`src/rtl/unsi_divider_pkg.sv`:
```
// Shared widths and FSM state type for the 16-bit unsigned restoring divider.
package unsi_divider_pkg;

    localparam int DIV_WIDTH     = 16;
    localparam int DIV_LOG_WIDTH = 4;

    typedef enum logic [1:0] {
        IDLE   = 2'd0,
        DIVIDE = 2'd1,
        DONE   = 2'd2
    } div_state_t;

endpackage

```
`src/rtl/unsi_div_step.sv`:
```
// One combinational restoring-division step: shift in a dividend bit, compare, subtract.
module unsi_div_step #(
    parameter int WIDTH = 16
) (
    input  logic [WIDTH-1:0] rem_in,
    input  logic             dividend_bit,
    input  logic [WIDTH-1:0] divisor,
    output logic [WIDTH-1:0] rem_out,
    output logic             q_bit
);

    logic [WIDTH:0] shifted;

    // The extra top bit keeps the compare exact when the partial remainder's MSB is set.
    assign shifted = {rem_in, dividend_bit};
    assign q_bit   = (shifted >= {1'b0, divisor});
    assign rem_out = q_bit ? (shifted[WIDTH-1:0] - divisor) : shifted[WIDTH-1:0];

endmodule

```
`src/rtl/unsi_divider_16bit.sv`:
```
// Multi-cycle unsigned restoring divider, one quotient bit per clock.
// Optional divide-by-zero short-cut and error flag: define UNSI_DIV_ZERO_CHECK_EN.
//
// state  | meaning
// IDLE   | waiting for start_division; operands captured on accept
// DIVIDE | WIDTH restoring steps, MSB first
// DONE   | output_ready high for this one cycle, then back to IDLE
module unsi_divider_16bit
    import unsi_divider_pkg::*;
#(
    parameter int WIDTH     = DIV_WIDTH,
    parameter int LOG_WIDTH = DIV_LOG_WIDTH
) (
    input  logic             clock,
    input  logic             reset_n,
    input  logic             start_division,
    input  logic [WIDTH-1:0] input_1,
    input  logic [WIDTH-1:0] input_2,
    output logic [WIDTH-1:0] output_Q,
    output logic [WIDTH-1:0] remainder,
    output logic             output_ready,
    output logic             error
);

    div_state_t           state;
    logic [LOG_WIDTH-1:0] count;
    logic [WIDTH-1:0]     dividend_r;
    logic [WIDTH-1:0]     divisor_r;
    logic [WIDTH-1:0]     rem_r;
    logic [WIDTH-1:0]     step_rem;
    logic                 step_q;

`ifdef UNSI_DIV_ZERO_CHECK_EN
    logic error_r;
    assign error = error_r;
`else
    assign error = 1'b0;
`endif

    unsi_div_step #(.WIDTH(WIDTH)) u_step (
        .rem_in       (rem_r),
        .dividend_bit (dividend_r[WIDTH-1]),
        .divisor      (divisor_r),
        .rem_out      (step_rem),
        .q_bit        (step_q)
    );

    // dividend_r doubles as the quotient: dividend bits leave at the top, quotient bits enter at the bottom.
    always_ff @(posedge clock or negedge reset_n) begin
        if (!reset_n) begin
            state        <= IDLE;
            count        <= '0;
            dividend_r   <= '0;
            divisor_r    <= '0;
            rem_r        <= '0;
            output_Q     <= '0;
            remainder    <= '0;
            output_ready <= 1'b0;
`ifdef UNSI_DIV_ZERO_CHECK_EN
            error_r      <= 1'b0;
`endif
        end else begin
            case (state)
                IDLE: begin
                    output_ready <= 1'b0;
                    if (start_division) begin
                        dividend_r <= input_1;
                        divisor_r  <= input_2;
                        rem_r      <= '0;
                        count      <= LOG_WIDTH'(WIDTH - 1);
`ifdef UNSI_DIV_ZERO_CHECK_EN
                        error_r    <= 1'b0;
                        if (input_2 == '0) begin
                            output_Q     <= '1;
                            remainder    <= input_1;
                            error_r      <= 1'b1;
                            output_ready <= 1'b1;
                            state        <= DONE;
                        end else begin
                            state <= DIVIDE;
                        end
`else
                        state      <= DIVIDE;
`endif
                    end
                end
                DIVIDE: begin
                    rem_r      <= step_rem;
                    dividend_r <= {dividend_r[WIDTH-2:0], step_q};
                    if (count == '0) begin
                        output_Q     <= {dividend_r[WIDTH-2:0], step_q};
                        remainder    <= step_rem;
                        output_ready <= 1'b1;
                        state        <= DONE;
                    end else begin
                        count <= count - LOG_WIDTH'(1);
                    end
                end
                DONE: begin
                    output_ready <= 1'b0;
                    state        <= IDLE;
                end
                default: begin
                    output_ready <= 1'b0;
                    state        <= IDLE;
                end
            endcase
        end
    end

endmodule

```
`config.mk`:
```
export PLATFORM = sky130hd
export DESIGN_NAME = unsi_divider_16bit
export DESIGN_NICKNAME = d
export VERILOG_FILES = /design/src/rtl/unsi_divider_pkg.sv /design/src/rtl/unsi_div_step.sv /design/src/rtl/unsi_divider_16bit.sv
export SDC_FILE = /design/constraint.sdc
export NUM_CORES = 1
export LEC_CHECK = 0
export ABC_AREA = 1
export CORE_UTILIZATION = 50
export CTS_CLUSTER_DIAMETER = 80
export DETAILED_ROUTE_END_ITERATION = 7
export GPL_TIMING_DRIVEN = 1
export PLACE_DENSITY = 0.79
export SYNTH_ARGS = -nofsm -noshare
export SYNTH_HDL_FRONTEND = slang
export SYNTH_SLANG_ARGS = --single-unit
```
`constraint.sdc`:
```
create_clock -name clock -period 5.6 [get_ports clock]
set_input_delay 0.56 -clock clock [delete_from_list [all_inputs] [get_ports clock]]
set_output_delay 0.56 -clock clock [all_outputs]
set_load 0.005 [all_outputs]
```
==> results of run 1 <==
==> registers in the layout (all words and copies together) (netlist names) <==
register / flops
output_ready: 1
dividend_r: 16
rem_r: 16
divisor_r: 16
state: 2
remainder: 16
output_Q: 16
count: 4
==> cells by family (layout without fill, tap and decap cells) <==
family	Yosys count	after routing	share of synthesized area, %
XOR/XNOR	6	6	1.11
adder cells (fa/ha/maj)	18	18	4.90
AO/OA/AOI/OAI	65	65	7.66
flip-flops	87	87	45.8
AND/OR/NAND/NOR	346	346	31.2
other	1	1	0.0789
buffers and inverters	111	177	9.21
==> layout by cell type (no fill, tap or decap), types with 2 or more instances in the layout <==
| cell | n |
|---|---|
| a21oi_1 | 14 |
| a221oi_1 | 5 |
| and2_1 | 2 |
| buf_4 | 3 |
| bufinv_16 | 2 |
| clkbuf_8 | 9 |
| clkdlybuf4s50_1 | 66 |
| dfrtp_1 | 87 |
| ha_1 | 17 |
| inv_1 | 77 |
| inv_2 | 14 |
| inv_6 | 2 |
| nand2_1 | 241 |
| nand2_2 | 6 |
| nand3_1 | 43 |
| nand3b_1 | 6 |
| nand4_1 | 4 |
| nor2_1 | 29 |
| nor2_2 | 3 |
| nor2_4 | 2 |
| nor3_1 | 3 |
| o211ai_1 | 2 |
| o21ai_0 | 19 |
| o21ai_1 | 14 |
| o22ai_1 | 10 |
| xor2_1 | 5 |
==> area by class of cell <==
cell class                 count  area (um^2)
clock buffer                   9          124
clock inverter                 7          113
fill                         834         3500
inverter                      92          345
multi-input combinational    436         2140
sequential                    87         2180
tap                          129          161
timing repair buffer          69          683
==> path summary, 6_finish.rpt <==
check,end,cells after the start
worst max-delay path,dividend_r[11]$_DFFE_PN0P_,6
worst min-delay path,remainder[7]$_DFFE_PN0P_,1
worst max register to register,dividend_r[11]$_DFFE_PN0P_,6
worst min register to register,output_Q[7]$_DFFE_PN0P_,2
max in group asynchronous,rem_r[11]$_DFFE_PN0P_,1
min in group clock,output_Q[7]$_DFFE_PN0P_,2
==> worst max-delay path, delay by kind of cell, from the launching register on <==
| kind | cells | cell delay, ps |
|---|---|---|
| compound gates | 1 | 220 |
| buf+inv | 2 | 770 |
| flops | 1 | 400 |
| simple gates | 3 | 1400 |
==> layer usage <==
layer  part of all wire [%]  wire length [um]  vias to the layer above
met5                      0                 0                        -
met4                    2.9               337                        0
met3                    3.9               445                       26
met2                     49              5660                      123
met1                     44              5120                     1944
li1                       -                 -                     2098
==> power groups by stage <==
stage | sequential [mW] | combinational [mW] | clock (mW)
3_5_place_dp | 1.12 | 2.45 | 0
3_3_place_gp | 1.11 | 2.40 | 0
2_1_floorplan | 1.08 | 1.75 | 0
4_1_cts | 1.11 | 2.46 | 0.524
6_report | 1.11 | 2.45 | 0.515
5_1_grt | 1.14 | 2.79 | 0.554
==> metrics by stage <==
| stage | std cells | cell area [um^2] | total power, mW | worst slack (ps) | hold slack [ps] |
|---|---|---|---|---|---|
| after detailed placement | 813 | 5510 | 3.57 | 2760 | 469 |
| final | 829 | 5740 | 4.08 | 2680 | 367 |
| after CTS | 829 | 5740 | 4.10 | 2720 | 435 |
| after floorplan | 634 | 4750 | 2.83 | 3790 | 264 |
| after global placement | 813 | 5510 | 3.51 | 2850 | 462 |
| after global routing | 829 | 5740 | 4.49 | 2410 | 487 |
==> impl_results.md, run 1 <==
* RSZ-0062 raised after global routing: false
* Detailed Route WL at 11.6 mm
* Register area share after synthesis at 45.8%
* M3 GR Usage at 3.79%
* Routability cong. at 0.892
* Initial drt markers at 222
* Drt pass-1 iters at 4
* CP arrival at 3170 ps
* Achievable Freq at 342 MHz
* Cell mode on critical path: inv_1
* Largest net degree at the start of global routing at 88
* Static leakage at 3.01 nW
* Sink Count at 87
* Share of synthesized registers carrying an async set or reset at 100%
* Combinational power share at 60.1%
* R2r setup slk at 2680 ps
* Nets at 748
* Worst Setup SP: state[0]$_DFFE_PN0P_
* Final Core Density at 62.1%
* Total grt overflow at 0
* CTS tree: yes
* Max_slew headroom at 27.7%
* Leading area contributor after synthesis: dfrtp_1
* Post-route minimum period at 2920 ps
* Hold Path Class: primary input to async pin
* Actual slew at the worst max-slew pin at 1080 ps
* Sequential Power Share at 27.3%
* Sw frac at 48.3%
* Dominant cells by area after synthesis: dfrtp_1 (46%), nand2_1 (19%), inv_1 (6.1%)
* Switch Pwr at 1.97 mW
* Root buf cell: clkbuf_8
* Syn Inst Count at 634
* GR peak layer: met2
* Critical Path, Cell by Cell: nand2_1 > inv_1 > nor2_2 > inv_1 > o22ai_1 > nor2_1
* Inserted Diodes at 0
* Setup Buffers After CTS at 0
* TritonCTS Buffers at 9
* Placeable Area at 9240 um^2
* Critical path class: register to register
* Layout cells sized above 1 at 7.00%
* Starting Density at 51.4%
* Most instantiated library cell after synthesis: nand2_1
* Worst setup SP type: register
* Yosys cell types at 37
* Internal power at 2.11 mW
* Syn_nets at 687
* Die footprint at 9900 um^2
* Placement row count at 35
* Avg Synthesized Cell Area at 7.50 um^2
* DR vias at 4191
* HPWL reported at the end of detailed placement at 8.67 mm
* Setup TNS at 0 ps
* Drt drc at 0
* WL/cell at 13.9 um
* GR Util met2 at 43.2%
* Initial antenna violation count at 0
* Max stage delay on crit path at 970 ps
* Die Span Y at 99.5 um
* GR Layer Usage met1 at 32.5%
* Clk buf depth at 2
* Skew final at 13.3 ps
* Boundary pin count at 69
* Fin. Hold Viols at 0
* Cts repair resizes at 0
* Critical path endpoint category: register
* ANT nets after route at 0
* Yosys warns at 0
* DIE WIDTH at 99.5 um
* Primary FF master, synth: dfrtp_1
* PwrDens at 711 nW/um^2
* Area Growth Syn to Fin at 20.8%
* Max Slew Vio Count at 0
* Register bit total from synthesis at 87
* Slowest CP cell: nor2_2
* Number of global-route vias before repair at 4143
* Post-Syn Area at 4750 um^2
* Worst vdd ir at 0.000382 V
* CTS hold repair buffers at 0
* Synth top area share at 45.8%
* Clock network power share at 12.6%
* PortBufs at 67
* Maxcap violations at 0
* Vias per std cell at 5.06
* First-pass GRT wire length at 19.5 mm
* Post-synth EDFFs at 0
* Final setup vio count at 0
* Worst-skew pair later-pin latency at 360 ps
* Htree depth at 3
* CP max FO at 27
* Final worst-path cycle share at 52.2%
* Most frequent cells after synthesis: nand2_1 (241), dfrtp_1 (87), inv_1 (77)
* CP Data Required Time at 5850 ps
* Status: complete, no violations
* Worst R2R Start: state[0]$_DFFE_PN0P_
* Tot GR Track Use at 25.4%
* Worst-path clk slew at 100 ps
Note: power is estimated with default switching activity, not from simulation.
==> inputs of run 2 (changes only) <==
--- a/config.mk
+++ b/config.mk
@@ -10,7 +10,7 @@
 export CTS_CLUSTER_DIAMETER = 80
 export DETAILED_ROUTE_END_ITERATION = 7
 export GPL_TIMING_DRIVEN = 1
-export PLACE_DENSITY = 0.79
+export PLACE_DENSITY = 0.82
 export SYNTH_ARGS = -nofsm -noshare
 export SYNTH_HDL_FRONTEND = slang
 export SYNTH_SLANG_ARGS = --single-unit
==> constraint.sdc (replaced) <==
create_clock -name clock -period 2.5 [get_ports clock]
set_input_delay 0.25 -clock clock [delete_from_list [all_inputs] [get_ports clock]]
set_output_delay 0.25 -clock clock [all_outputs]
set_load 0.005 [all_outputs]
==> run 2 against run 1 <==
Sequential cell count did not move. Largest cell class unchanged. Wire length rose by 2.5%. Non-clock buffer count rose by 5. Combinational power rose by 130%. Setup slack got worse by 2300 ps. Largest power group unchanged.
==> impl_results.md, run 2 (synthesized netlist as in run 1, its figures left out) <==
* PwrDens at 1590 nW/um^2 (+120%)
* Worst-path clk slew at 100 ps (about the same)
* Initial drt markers at 208 (-6.3%)
* Clk buf depth at 2 (unchanged)
* Final Core Density at 62.7% (+0.57 points)
* CP Data Required Time at 2770 ps (-3080 ps)
* Max stage delay on crit path at 430 ps (-540 ps)
* Number of fill cells in the layout at 828 (-0.72%)
* RSZ-0062 raised after global routing: false
* DIE WIDTH at 99.5 um (unchanged)
* Achievable Freq at 468 MHz (+37%)
* Cell mode on critical path: nand2_1
* Critical path endpoint category: register
* DR vias at 4209 (+0.43%)
* Worst vdd ir at 0.00109 V (+180%)
* Final worst-path cycle share at 85.5% (+33 points)
* Max Slew Vio Count at 0 (unchanged)
* Area Growth Syn to Fin at 21.9%
* CP max FO at 18 (-33%)
* Placeable Area at 9240 um^2 (unchanged)
* TritonCTS Buffers at 9 (unchanged)
* Tot GR Track Use at 26.3% (+0.87 points)
* Status: complete, no violations
* CP arrival at 2410 ps (-760 ps)
* Die Span Y at 99.5 um (unchanged)
* Detailed Route WL at 11.8 mm (+2.5%)
* Post-route minimum period at 2140 ps (-784 ps)
* Largest net degree at the start of global routing at 45 (-49%)
* Critical Path, Cell by Cell: ha_1 > nand2_1 > inv_2 > nand2_1 > nand2_1 > nand2_1 > nand2_2 > nor2_8 > nand2_8 > nand2_1 > nand2_1 > nand2_1 > nand2_1
* CTS tree: yes
* Setup Buffers After CTS at 0 (unchanged)
* Cts repair resizes at 0 (unchanged)
* Max_slew headroom at 28.1% (+0.38 points)
* Reg2Reg Depth at 13 (+7)
* Fin. Hold Viols at 0 (unchanged)
* Boundary pin count at 69 (unchanged)
* PortBufs at 67 (unchanged)
* WL/cell at 14.2 um (+1.9%)
* ANT nets after route at 0 (unchanged)
* Crit path capture: remainder[12]$_DFFE_PN0P_
* Static leakage at 3.04 nW (+0.93%)
* Starting Density at 51.4% (unchanged)
* R2r setup slk at 360 ps (-2320 ps)
* Placed Cells at 817 (+0.49%)
* Routability cong. at 0.950 (+6.6%)
* Worst R2R Start: rem_r[10]$_DFFE_PN0P_
* Hold Path Class: primary input to async pin
* Layout cells sized above 1 at 7.52% (+0.52 points)
* Most frequent cells in the layout: nand2_1 (241), dfrtp_1 (87), inv_1 (77)
* Inserted Diodes at 0 (unchanged)
* Nets at 753 (+0.67%)
* Worst Setup SP: rem_r[10]$_DFFE_PN0P_
* First-pass GRT wire length at 20.1 mm (+3.2%)
* Slowest CP cell: dfrtp_1
* Drt drc at 0 (unchanged)
* Placement row count at 35 (unchanged)
* Sink Count at 87 (unchanged)
* Final Power at 9.20 mW (+130%)
* Setup TNS at 0 ps (unchanged)
* Vias per std cell at 5.05 (-0.17%)
* Htree depth at 3 (unchanged)
* Die footprint at 9900 um^2 (unchanged)
* Critical path class: register to register
* Worst reg2reg endpoint: remainder[12]$_DFFE_PN0P_
* Initial antenna violation count at 0 (unchanged)
* Root buf cell: clkbuf_8
* Total grt overflow at 0 (unchanged)
* Final setup vio count at 0 (unchanged)
* Maxcap violations at 0 (unchanged)
* Drt pass-1 iters at 7 (+3)
* Worst setup SP type: register
* HPWL reported at the end of detailed placement at 9.02 mm (+4.0%)
* Most common cell after layout, fill and taps aside: nand2_1
* Fin cells at 834 (+0.60%)
* Worst-skew pair later-pin latency at 370 ps (about the same)
* Number of global-route vias before repair at 4292 (+3.6%)
* Skew final at 9.20 ps (-4.13 ps)
* Actual slew at the worst max-slew pin at 1080 ps (-6.82 ps)
## run 2: cell types whose count changed in the layout (fill, tap and decap cells not counted)
| cell | before | now |
|---|---|---|
| buf_4 | 3 | 6 |
| buf_12 | 0 | 1 |
| dlygate4sd3_1 | 0 | 1 |
## run 2: cell type report
cell class | instances | area, um^2 | share of cell area [%]
sequential | 87 | 2180 | 37.6
multi-input combinational | 436 | 2140 | 36.9
timing repair buffer | 74 | 736 | 12.7
inverter | 92 | 345 | 5.96
tap | 129 | 161 | 2.79
clock buffer | 9 | 124 | 2.14
clock inverter | 7 | 113 | 1.94
## run 2: how the worst min path moves through the flow
stage	slack [ps]	to	depth (start not counted)
finish	360	divisor_r[10]$_DFFE_PN0P_	2
global route	410	remainder[10]$_DFFE_PN0P_	2
CTS	380	rem_r[6]$_DFFE_PN0P_	2
detailed placement	240	divisor_r[8]$_DFFE_PN0P_	1
global placement	230	divisor_r[8]$_DFFE_PN0P_	1
floorplan	-50	count[0]$_DFFE_PN0P_	0
## run 2: worst max-delay path, delay by kind of cell, from the launching register on
family	cells	cell delay (ps)
and+or+nand+nor	11	1160
DFF	1	430
adders and majority gates	1	390
buffers and inverters	1	50
## run 2: report_power, final
group          total [mW]  switching [mW]  internal, mW
Combinational        5.55            3.48          2.07
Clock                1.16           0.573         0.585
Sequential           2.49           0.397          2.09
Total                9.20            4.45          4.75
## run 2: layer usage
metal  global-route usage (%)  routed length (um)  up-vias
met2                     44.5                5840       89
met5                        0                   0        -
met3                     4.57                 409       32
met4                     11.5                 430        0
met1                     33.2                5160     1978
li1                         -                   -     2110
## run 2: what timing repair did
action / 4_1_cts / 5_1_grt
hold buffers: 1 / 0
hold endpoints to repair: 32 / 0
setup endpoints to repair: 0 / 0
## run 2: through the flow
stage	hold WS (ps)	setup WS, ps	area, um^2
after CTS	376	354	5790
after global routing	413	133	5790
after floorplan	-45.6	689	4750
after global placement	231	311	5550
after detailed placement	238	215	5550
final	363	363	5790
==> inputs of run 3 (changes only) <==
--- a/config.mk
+++ b/config.mk
@@ -11,6 +11,7 @@
 export DETAILED_ROUTE_END_ITERATION = 7
 export GPL_TIMING_DRIVEN = 1
 export PLACE_DENSITY = 0.82
+export REMOVE_ABC_BUFFERS = 1
 export SYNTH_ARGS = -nofsm -noshare
 export SYNTH_HDL_FRONTEND = slang
 export SYNTH_SLANG_ARGS = --single-unit
==> run 3 against run 2 <==
Largest cell class unchanged. Sequential power decreased by 2%. Wire length fell by 6.4%. Clock skew grew 7.6 ps. Count of clock-buffer cells in the layout unchanged. Setup slack got worse by 82 ps. First-iteration DRC count down 28%. Largest power group unchanged. Sequential cell count stayed put. Via count down 1.0%.
==> impl_results.md, run 3 (synthesized netlist as in run 1, its figures left out) <==
* Status: complete, no violations
* Area Growth Syn to Fin at 21.4%
* Placement row count at 35 (unchanged)
* Cell mode on critical path: inv_1
* Worst-skew pair later-pin latency at 360 ps (about the same)
* Sink Count at 87 (unchanged)
* Drt drc at 0 (unchanged)
* Combinational power share at 60.8% (+0.5 points)
* Fin. Hold Viols at 0 (unchanged)
* Sw frac at 48.0% (-0.33 points)
* Initial drt markers at 150 (-28%)
* Initial antenna violation count at 0 (unchanged)
* CP Data Required Time at 2740 ps (-30 ps)
* Tot GR Track Use at 24.1% (-2.2 points)
* PortBufs at 67 (unchanged)
* Sequential Power Share at 27.2% (about the same)
* Worst vdd ir at 0.000671 V (-38%)
* WL/cell at 13.3 um (-6.2%)
* Inserted Diodes at 0 (unchanged)
* Hold Path Class: primary input to register
* Critical path endpoint category: register
* Setup TNS at 0 ps (unchanged)
* TritonCTS Buffers at 9 (unchanged)
* Worst setup SP type: register
* Worst-path clk slew at 110 ps (about the same)
* Critical path class: register to register
* Final setup vio count at 0 (unchanged)
* Max_slew headroom at 20.2% (-7.9 points)
* Layout cells sized above 1 at 7.39% (-0.13 points)
* Achievable Freq at 451 MHz (-3.7%)
* Seq. cell area at 2180 um^2 (unchanged)
* Skew final at 16.8 ps (+7.55 ps)
* Largest net degree at the start of global routing at 88 (+96%)
* Maxcap violations at 0 (unchanged)
* DIE WIDTH at 99.5 um (unchanged)
* Worst hold slack at 432 ps (+68.5 ps)
* Slowest CP cell: nor2_2
* Boundary pin count at 69 (unchanged)
* Total grt overflow at 0 (unchanged)
* Most frequent cells in the layout: nand2_1 (241), dfrtp_1 (87), inv_1 (77)
* Setup Buffers After CTS at 0 (unchanged)
* Die footprint at 9900 um^2 (unchanged)
* RSZ-0062 raised after global routing: false
* CTS tree: yes
* Clk buf depth at 2 (unchanged)
* Clock network power share at 12.0% (-0.6 points)
* Switch Pwr at 4.30 mW (-3.2%)
* Die Span Y at 99.5 um (unchanged)
* Starting Density at 51.4% (unchanged)
* Final worst-path cycle share at 88.8% (+3.3 points)
* Area occupied by multi-input gates at 2140 um^2 (unchanged)
* Most common cell after layout, fill and taps aside: nand2_1
* Detailed Route WL at 11.1 mm (-6.4%)
* Root buf cell: clkbuf_8
* Final Power at 8.96 mW (-2.6%)
* Critical Path, Cell by Cell: nand2_1 > inv_1 > nor2_2 > inv_1 > o22ai_1 > nor2_1
* DR vias at 4167 (-1.0%)
* First-pass GRT wire length at 18.9 mm (-6.2%)
* Number of fill cells in the layout at 820 (-0.97%)
* Nets at 752 (-0.13%)
* Number of global-route vias before repair at 4140 (-3.5%)
* Vias per std cell at 5.00 (-0.88%)
* Internal power at 4.66 mW (-2.0%)
* Actual slew at the worst max-slew pin at 1200 ps (+119 ps)
* Routability cong. at 0.891 (-6.3%)
* Static leakage at 3.03 nW (-0.28%)
* HPWL reported at the end of detailed placement at 7.77 mm (-14%)
* Placeable Area at 9240 um^2 (unchanged)
* PwrDens at 1550 nW/um^2 (-2.1%)
* Max Slew Vio Count at 0 (unchanged)
* Max stage delay on crit path at 910 ps (+480 ps)
* ANT nets after route at 0 (unchanged)
* Htree depth at 3 (unchanged)
* CP max FO at 27 (+9)
* CP arrival at 2460 ps (+50 ps)
* Post-route minimum period at 2220 ps (+81.7 ps)
* Drt pass-1 iters at 4 (-3)
[run 3: critical path, delay by kind of cell, from the launching register on]
family / cells / cell delay [ps]
AO/OA/AOI/OAI: 1 / 230
AND/OR/NAND/NOR: 3 / 1070
flip-flops: 1 / 410
buffers and inverters: 2 / 400
[run 3: worst paths after layout]
path	to	slack, ps	cells past startpoint	start
hold / removal	divisor_r[0]$_DFFE_PN0P_	430	3	input_2[0]
hold reg to reg	remainder[5]$_DFFE_PN0P_	490	2	remainder[5]$_DFFE_PN0P_
setup reg to reg	dividend_r[2]$_DFFE_PN0P_	280	6	state[0]$_DFFE_PN0P_
max in group asynchronous	divisor_r[1]$_DFFE_PN0P_	1680	3	reset_n
setup / recovery	dividend_r[2]$_DFFE_PN0P_	280	6	state[0]$_DFFE_PN0P_
min in group asynchronous	rem_r[7]$_DFFE_PN0P_	480	3	reset_n
[run 3: repair_timing]
action,CTS,global route
endpoints found under the hold margin,87,0
hold buffers,1,0
gates resized for setup,0,0
[run 3: per-layer routing]
layer	routed length [um]	track usage, %	vias up
met5	0	0	-
met4	116	6.67	0
met2	5420	42.5	95
li1	-	-	2110
met1	4920	30.0	1951
met3	633	4.85	11
[run 3: layout make-up]
cell class	instances	share of cell area [%]
inverters	92	5.99
well taps	129	2.80
clock inverters	7	1.65
repair buffers	73	12.6
clock buffers	9	2.15
multi-input cells	436	37.1
flip-flops and latches	87	37.7
[run 3: through the flow]
step	area, um^2	utilization [%]	worst slack [ps]	std cells
final	5770	62.4	281	833
after detailed placement	5540	60.0	107	816
after floorplan	4660	-	319	615
after global routing	5770	62.4	57.4	833
after CTS	5770	62.4	296	833
after global placement	5540	60.0	174	816
[run 3: power groups by stage]
stage,Clock [mW],Combinational [mW],Sequential [mW]
floorplan,0,3.78,2.41
global placement,0,5.29,2.44
detailed placement,0,5.45,2.46
CTS,1.10,5.47,2.44
global route,1.15,6.24,2.51
finish,1.07,5.45,2.44
